**config.mk**
```make
export PLATFORM = sky130hd
export DESIGN_NAME = weapon_bank
export DESIGN_NICKNAME = d
export VERILOG_FILES = /design/src/rtl/weapon_bank.sv
export SDC_FILE = /design/constraint.sdc
export NUM_CORES = 1
export LEC_CHECK = 0
export CORE_MARGIN = 10
export CORE_UTILIZATION = 55
export DETAILED_ROUTE_END_ITERATION = 10
export PLACE_DENSITY = 0.72
export SYNTH_ARGS = -nofsm -noshare
export SYNTH_HDL_FRONTEND = slang
export SYNTH_SLANG_ARGS = --single-unit
```
**constraint.sdc**
```tcl
create_clock -name clk -period 13.3 [get_ports clk]
set_input_delay 1.33 -clock clk [delete_from_list [all_inputs] [get_ports clk]]
set_output_delay 1.33 -clock clk [all_outputs]
set_load 0.01 [all_outputs]
```
**src/rtl/weapon_bank.sv**
```systemverilog
// Multi-channel saturating ammo controller with a shared cooldown/reload FSM.
// Each channel keeps its own ammo count and programmable maximum.
module weapon_bank #(
    parameter int unsigned N_CH       = 4,
    parameter int unsigned SEL_W      = 2,
    parameter int unsigned W          = 9,
    parameter int unsigned MAX_DEF    = 500,
    parameter int unsigned COOLDOWN   = 2,
    parameter int unsigned RELOAD_CYC = 8
) (
    input  logic             clk,
    input  logic             rst,
    input  logic [3:0]       mode_selector,
    input  logic [SEL_W-1:0] ch_sel,
    input  logic             fire,
    input  logic             reload,
    input  logic [W-1:0]     reload_amt,
    input  logic             load_max,
    input  logic [W-1:0]     max_in,
    output logic [W-1:0]     ammo_out,
    output logic             empty,
    output logic             fired,
    output logic [1:0]       err,
    output logic             busy
);

    localparam logic [3:0]  MODE_ATTACK = 4'b0010;
    localparam logic [1:0]  ERR_NONE    = 2'b00;
    localparam logic [1:0]  ERR_DRY     = 2'b01;
    localparam logic [1:0]  ERR_MODE    = 2'b10;
    localparam logic [1:0]  ERR_RELOAD  = 2'b11;
    localparam int unsigned CNT_MAX     = (COOLDOWN > RELOAD_CYC) ? COOLDOWN : RELOAD_CYC;
    localparam int unsigned CNT_W       = $clog2(CNT_MAX + 1);

    typedef enum logic [1:0] {
        S_IDLE,
        S_COOLDOWN,
        S_RELOAD
    } state_t;

    state_t             state, state_nxt;
    logic [CNT_W-1:0]   cnt, cnt_nxt;
    logic [SEL_W-1:0]   rl_ch, rl_ch_nxt;
    logic               fired_nxt;
    logic [1:0]         err_nxt;
    logic [W-1:0]       ammo     [N_CH];
    logic [W-1:0]       ammo_nxt [N_CH];
    logic [W-1:0]       max_r    [N_CH];
    logic [W-1:0]       max_nxt  [N_CH];
    logic [W:0]         rl_sum;
    logic [W-1:0]       rl_sat;

    assign ammo_out = ammo[ch_sel];
    assign empty    = (ammo_out == '0);
    assign busy     = (state != S_IDLE);

    // Reload sum is one bit wider than the ammo so it saturates instead of wrapping
    assign rl_sum = {1'b0, ammo[rl_ch]} + {1'b0, reload_amt};
    assign rl_sat = (rl_sum > {1'b0, max_r[rl_ch]}) ? max_r[rl_ch] : rl_sum[W-1:0];

    always_comb begin
        state_nxt = state;
        cnt_nxt   = cnt;
        rl_ch_nxt = rl_ch;
        fired_nxt = 1'b0;
        err_nxt   = ERR_NONE;
        ammo_nxt  = ammo;
        max_nxt   = max_r;

        case (state)
            S_IDLE: begin
                if (!load_max) begin
                    if (reload) begin
                        state_nxt = S_RELOAD;
                        cnt_nxt   = CNT_W'(RELOAD_CYC);
                        rl_ch_nxt = ch_sel;
                    end else if (fire) begin
                        if (mode_selector != MODE_ATTACK) begin
                            err_nxt = ERR_MODE;
                        end else if (ammo[ch_sel] == '0) begin
                            err_nxt = ERR_DRY;
                        end else begin
                            ammo_nxt[ch_sel] = ammo[ch_sel] - W'(1);
                            fired_nxt        = 1'b1;
                            if (COOLDOWN > 0) begin
                                state_nxt = S_COOLDOWN;
                                cnt_nxt   = CNT_W'(COOLDOWN);
                            end
                        end
                    end
                end
            end
            S_COOLDOWN: begin
                cnt_nxt = cnt - CNT_W'(1);
                if (cnt == CNT_W'(1)) begin
                    state_nxt = S_IDLE;
                end
            end
            S_RELOAD: begin
                cnt_nxt = cnt - CNT_W'(1);
                if (fire && !load_max) begin
                    err_nxt = ERR_RELOAD;
                end
                if (cnt == CNT_W'(1)) begin
                    state_nxt       = S_IDLE;
                    ammo_nxt[rl_ch] = rl_sat;
                end
            end
            default: state_nxt = S_IDLE;
        endcase

        // Applied last so a new maximum also clamps a reload landing on the same edge
        if (load_max) begin
            max_nxt[ch_sel] = max_in;
            if (ammo_nxt[ch_sel] > max_in) begin
                ammo_nxt[ch_sel] = max_in;
            end
        end
    end

    always_ff @(posedge clk) begin
        if (rst) begin
            state <= S_IDLE;
            cnt   <= '0;
            rl_ch <= '0;
            fired <= 1'b0;
            err   <= ERR_NONE;
            for (int unsigned i = 0; i < N_CH; i++) begin
                ammo[i]  <= '0;
                max_r[i] <= W'(MAX_DEF);
            end
        end else begin
            state <= state_nxt;
            cnt   <= cnt_nxt;
            rl_ch <= rl_ch_nxt;
            fired <= fired_nxt;
            err   <= err_nxt;
            for (int unsigned i = 0; i < N_CH; i++) begin
                ammo[i]  <= ammo_nxt[i];
                max_r[i] <= max_nxt[i];
            end
        end
    end

endmodule

```
==> run metrics, run 1 <==
hold buffers post-CTS=0; worst hold path class=flip-flop to flip-flop; Clk Latency, worst-skew pair=0.35 ns; CTS max path bufs=2; Vias=6,119; Clock Sink Count=83; CP required=13.50 ns; post-synthesis adder-cell area fraction=under 10%; post-synthesis mux area share=14.5%; Async SR Flop Fraction=0%; maximum vdd drop=0.0855 mV; Clock power frac=33.6%; grt met3 use=6.29%; first-pass GRT wire length=around 33 mm; post-CTS setup buffers=0; total grt overflow=0; FP Rows=38; area of the mapped netlist=roughly 6200 sq um; vias in the first global route=approximately 5,700; root buf cell=clkbuf_16; CP Launch Type=primary input; CTS H-tree lvls=3; main combinational cell family by area after synthesis=compound AO/OA/AOI/OAI gates; number of port buffers=42; chip width=126 um; area grow syn2layout=12.1%; Ant. Diodes=0; count of pins over their slew limit=0; most common cell after layout, fill and taps aside=nor2_1; GRT met1 Usage=33.1%; total die area=16,000 sq um; DRT iter0 DRCs=840; cell area after layout=6980 sq um; placed cell area=6680 sq um; CORE AREA=between 10,000 and 15,000 sq um; routed len/inst=about 24 um; simple-gate portion of the synthesized area=20.6%; Arr. time, crit path=8.16 ns; Setup TNS Final=0 ns; Internal Pwr Total=0.000499 W; largest net degree at the start of global routing=84; vias per cell=6.79; crit path kind=primary input to flip-flop; leakage power=2.75 nW; post-cts gate resize count=0; critical path's slowest cell=nand3_1; remaining antenna violation count after routing=0; synth warn=0; crit path capture type=flip-flop; fin crit share=59.8%; synthesized net count=804; commonest cells after routing, fill and taps aside=105 x nor2_1, 83 x dfxtp_1, 57 x nand2_1, 43 x a21oi_1, 41 x clkdlybuf4s50_1; Die Ht=126 um; share of cells above drive strength 1=about a tenth; worst slew pin tran=0.924 ns; ys flop type=dfxtp_1; power per cell area=111 nW/um^2; xor/xnor share of the synthesized area=under 10%; Synth Area in Compound Gates=24.1%; Starting Density=56.7%; gpl congestion=1.01; DP HPWL=~15 mm; gr usage total=25.5%; register area share after synthesis=26.7%; CP Max Fanout=14; Setup Viol. Count Final=0; EDFF count, synth=0; sequential power share=35.2%; r2r setup slk=5.59 ns; max-cap viol count=0; flops & latches, synth=83; Cell variety after synth=77; initial antenna violation count=0; delay of the slowest critical-path stage=0.72 ns; unrepaired setup endpoints after global routing=false; clock transition at the registers of the reported paths=0.07 ns; Max-slew headroom=38.2%; fmax=0.126 GHz; Period minus WS final=7.96 ns; Routed WL=21.3 mm; GR Util met2=39.4%; Syn Inst Count=742; sw power=0.000278 W; skew final=approximately 0.0089 ns; global routing's busiest layer=met2; Comb power frac=31.1%; Fin. Hold Viols=0; CTS tree=yes; # DRC=0; Num CTS Buffers=9; I/O Pins=43; outcome=complete, no violations; Sw Share=35.8%; Mean Syn Cell Area=8.39 sq um; Nets=818; DRT Pass-1 Iters=7
-- flip-flops by register name, indices dropped and copies added (netlist names) --
register / flops
cnt: 4
fired: 1
err: 2
max_r: 36
ammo: 36
state: 2
rl_ch: 2
-- power groups by stage --
stage / clock network, W / logic, W / registers (W)
2_1_floorplan: 0 / 0.000169 / 0.000276
6_report: 0.000261 / 0.000242 / 0.000274
5_1_grt: 0.000273 / 0.000259 / 0.000275
4_1_cts: 0.000264 / 0.000237 / 0.000273
3_5_place_dp: 0 / 0.000235 / 0.000279
3_3_place_gp: 0 / 0.000233 / 0.000278
-- cell families after synthesis --
kind of cell             count (synthesis)
XOR/XNOR                                14
AO/OA/AOI/OAI                          207
flip-flops                              83
adder cells (fa/ha/maj)                 33
buffers and inverters                   78
AND/OR/NAND/NOR                        271
multiplexers                            56
-- stage by stage --
stage | power, W | hold slack [ns] | setup WS [ns] | std cells | utilization, %
after detailed placement | 0.000514 | 0.445 | 5.16 | 885 | 60.8
after global placement | 0.000511 | 0.438 | 5.30 | 885 | 60.8
after floorplan | 0.000444 | 0.430 | 6.39 | 742 | -
final | 0.000777 | 0.458 | 5.34 | 901 | 63.5
after global routing | 0.000807 | 0.475 | 4.94 | 901 | 63.5
after CTS | 0.000774 | 0.460 | 5.49 | 901 | 63.5
-- critical path, delay by kind of cell --
family | cells | cell delay, ns
AO/OA/AOI/OAI | 12 | 3.00
AND/OR/NAND/NOR | 8 | 1.49
adder cells (fa/ha/maj) | 4 | 1.20
buffers and inverters | 2 | 0.53
multiplexers | 1 | 0.39
XOR/XNOR | 1 | 0.25
-- path summary, 6_finish.rpt --
kind | from | endpoint | depth (start not counted)
min reg2reg | max_r[27] | max_r[27] | 2
min | max_r[27] | max_r[27] | 2
max reg2reg | rl_ch[0] | ammo[6] | 29
max | reload_amt[0] | ammo[6] | 28
-- area by class of cell --
class / instances / area [sq um]
Inverter: 31 / 129
Sequential cell: 83 / 1660
Timing Repair Buffer: 50 / 475
Clock buffer: 9 / 225
Tap cell: 140 / 175
Fill cell: 963 / 4010
Clock inverter: 7 / 77.6
Multi-Input combinational cell: 581 / 4230
-- cell usage after synthesis, types with 4 or more instances --
library cell	instances	area share, %
clkbuf_1	38	2.3
o211ai_1	11	1.3
nand2b_1	10	1.0
mux4_2	27	9.8
nor3_1	8	0.64
a31oi_1	8	0.80
mux2i_1	26	4.2
nor4_1	5	0.50
o21a_1	6	0.72
a211oi_1	28	3.4
nor2b_1	9	0.90
nand3_1	36	2.9
a211o_1	26	3.7
o21ai_1	4	0.32
dfxtp_1	83	27
a21oi_1	43	3.5
xnor2_1	10	1.4
nand2_1	57	3.4
inv_1	29	1.7
nor2_1	105	6.3
xor2_1	4	0.56
a221oi_1	6	0.84
o21ai_0	24	1.9
and2_1	11	1.1
ha_1	32	6.4
o221ai_1	4	0.56
and3_1	6	0.60
nand4_1	4	0.40
o22ai_1	8	0.80
-- metal layers --
layer  share of wire (%)  wire, um
met1                  42      8910
met2                  45      9570
met3                 9.6      2060
met5                   0         0
met4                 3.7       793
Power figures use the tool's default switching activity.
==> inputs of run 2 (changes only) <==
- CORE_UTILIZATION: 55 -> 54
- PLACE_DENSITY: 0.72 -> 0.74
- clock period: 13.3 -> 7.04 ns (I/O delays scaled with it)
==> run 2 against run 1 <==
Count of clock-buffer cells in the layout up 1; hold slack worse by 0.0057 ns; clock skew up 0.0040 ns; first-iteration DRC count up 0.12%; worst setup slack worse by 5.1 ns; utilization down 1.1 points; flip-flop and latch count unchanged; critical path type is now flip-flop to flip-flop.
==> run metrics, run 2 (synthesized netlist as in run 1, its figures left out) <==
DP HPWL=16.4 mm (+7.3%); gr usage total=26.5% (+1.0 points); Starting Density=54.8% (-1.9 points); number of port buffers=42 (unchanged); crit path capture type=flip-flop; largest net degree at the start of global routing=84 (unchanged); Largest regs=ammo x36, max_r x36, cnt x4; outcome=complete, no violations; critical path's slowest cell=mux4_2; Max-slew headroom=37.6% (-0.57 points); # DRC=0 (unchanged); CP required=7.24 ns (-6.26 ns); crit path kind=flip-flop to flip-flop; CP delay by family, top=compound AO/OA/AOI/OAI gates; Ant. Diodes=0 (unchanged); r2r setup slk=0.29 ns (-5.30 ns); post-CTS setup buffers=0 (unchanged); initial antenna violation count=0 (unchanged); CTS H-tree lvls=3 (unchanged); Period minus WS final=6.75 ns; Routed WL=22.2 mm (+4.0%); Nets=835 (+2.1%); DRT Pass-1 Iters=5 (-2); vias in the first global route=5,916 (+3.7%); maximum vdd drop=0.156 mV (+83%); commonest cells after routing, fill and taps aside=105 x nor2_1, 81 x dfxtp_1, 57 x nand2_1, 43 x a21oi_1, 41 x clkdlybuf4s50_1; skew final=0.0129 ns (+0.00400 ns); CP Buf/Inv Count=4 (+2); total die area=16,200 sq um (+1.6%); fmax=roughly 0.15 GHz; fin crit share=95.9%; Clk Latency, worst-skew pair=0.35 ns (about the same); Num CTS Buffers=9 (unchanged); FP Rows=39 (+2.6%); hold_ws=0.452 ns (-0.00568 ns); area grow syn2layout=14.0%; CP Max Fanout=7 (-7); unrepaired setup endpoints after global routing=false; Setup TNS Final=0 ns (unchanged); I/O Pins=43 (unchanged); DRT iter0 DRCs=841 (+0.12%); cell area after layout=7100 sq um (+1.8%); placed cell area=6810 sq um (+2.0%); routed len/inst=24.1 um (+1.8%); Arr. time, crit path=6.95 ns (-1.21 ns); CP Launch Type=flip-flop; count of pins over their slew limit=0 (unchanged); Setup Viol. Count Final=0 (unchanged); clock transition at the registers of the reported paths=0.07 ns (about the same); leakage power=2.82 nW (+2.7%); root buf cell=clkbuf_16; total grt overflow=0 (unchanged); share of cells above drive strength 1=12.5% (+2.2 points); CTS max path bufs=2 (unchanged); worst slew pin tran=0.935 ns (+0.0112 ns); remaining antenna violation count after routing=0 (unchanged); most common cell after layout, fill and taps aside=nor2_1; Fin. Hold Viols=0 (unchanged); CORE AREA=11,400 sq um (+3.5%); vias per cell=6.89 (+1.4%); Final Power=0.00147 W (+89%); power per cell area=207 nW/um^2 (+86%); CTS tree=yes; gpl congestion=0.981 (-3.3%); Die Ht=127 um (+0.78%); chip width=127 um (+0.78%); delay of the slowest critical-path stage=0.61 ns (-0.11 ns); Vias=6,342 (+3.6%); Clock Sink Count=83 (unchanged); max-cap viol count=0 (unchanged); worst hold path class=flip-flop to flip-flop; first-pass GRT wire length=33.8 mm (+2.9%)
run 2: cell types whose count changed in the layout (fill, tap and decap cells not counted), sizes merged:
cell,delta
buf,+17
bufinv,-1
clkbuf,+1
clkinv,-3
inv,+3
run 2: worst paths after layout:
kind	start	end	cells after the start
max	rl_ch[0]	ammo[30]	29
min	max_r[9]	max_r[9]	2
max reg2reg	rl_ch[0]	ammo[30]	29
min reg2reg	max_r[9]	max_r[9]	2
run 2: cell type report:
cell class                      count  area, sq um
Fill cell                         997         4270
Multi-Input combinational cell    581         4230
Sequential cell                    83         1660
Timing Repair Buffer               67          603
Clock buffer                       10          239
Tap cell                          143          179
Inverter                           31          129
Clock inverter                      6         53.8
run 2: timing repair:
item | in CTS | in global routing
hold buffers | 0 | 0
endpoints found under the setup margin | 0 | 36
resized for setup | 0 | 3
endpoints found under the hold margin | 0 | 0
run 2: stage by stage:
step                instances  utilization, %  setup WS [ns]
CTS                       921            62.4          0.205
detailed placement        905            59.9          0.152
floorplan                 742               -          0.133
finish                    921            62.5          0.287
global placement          905            59.9          0.289
global route              921            62.5         0.0162
run 2: power by group:
part | total, W | switching [W] | internal [W]
clock | 0.000476 | 0.000220 | 0.000256
combinational | 0.000475 | 0.000296 | 0.000180
sequential | 0.000521 | 0.0000246 | 0.000496
total | 0.00147 | 0.000540 | 0.000932
run 2: tightest hold or removal path: stages, from the launching register on:
cell and delay (ns):
dfxtp_1 0.31, nand2_1 0.05, a21oi_1 0.05
run 2: per-layer routing:
metal	vias up	share of wire [%]	wire length (um)	GRT usage, %
met5	-	0	0	0
met3	71	10	2290	4.47
met2	397	45	10000	40.8
li1	2843	-	-	-
met4	0	3.6	794	11.7
met1	3031	41	9090	35.8
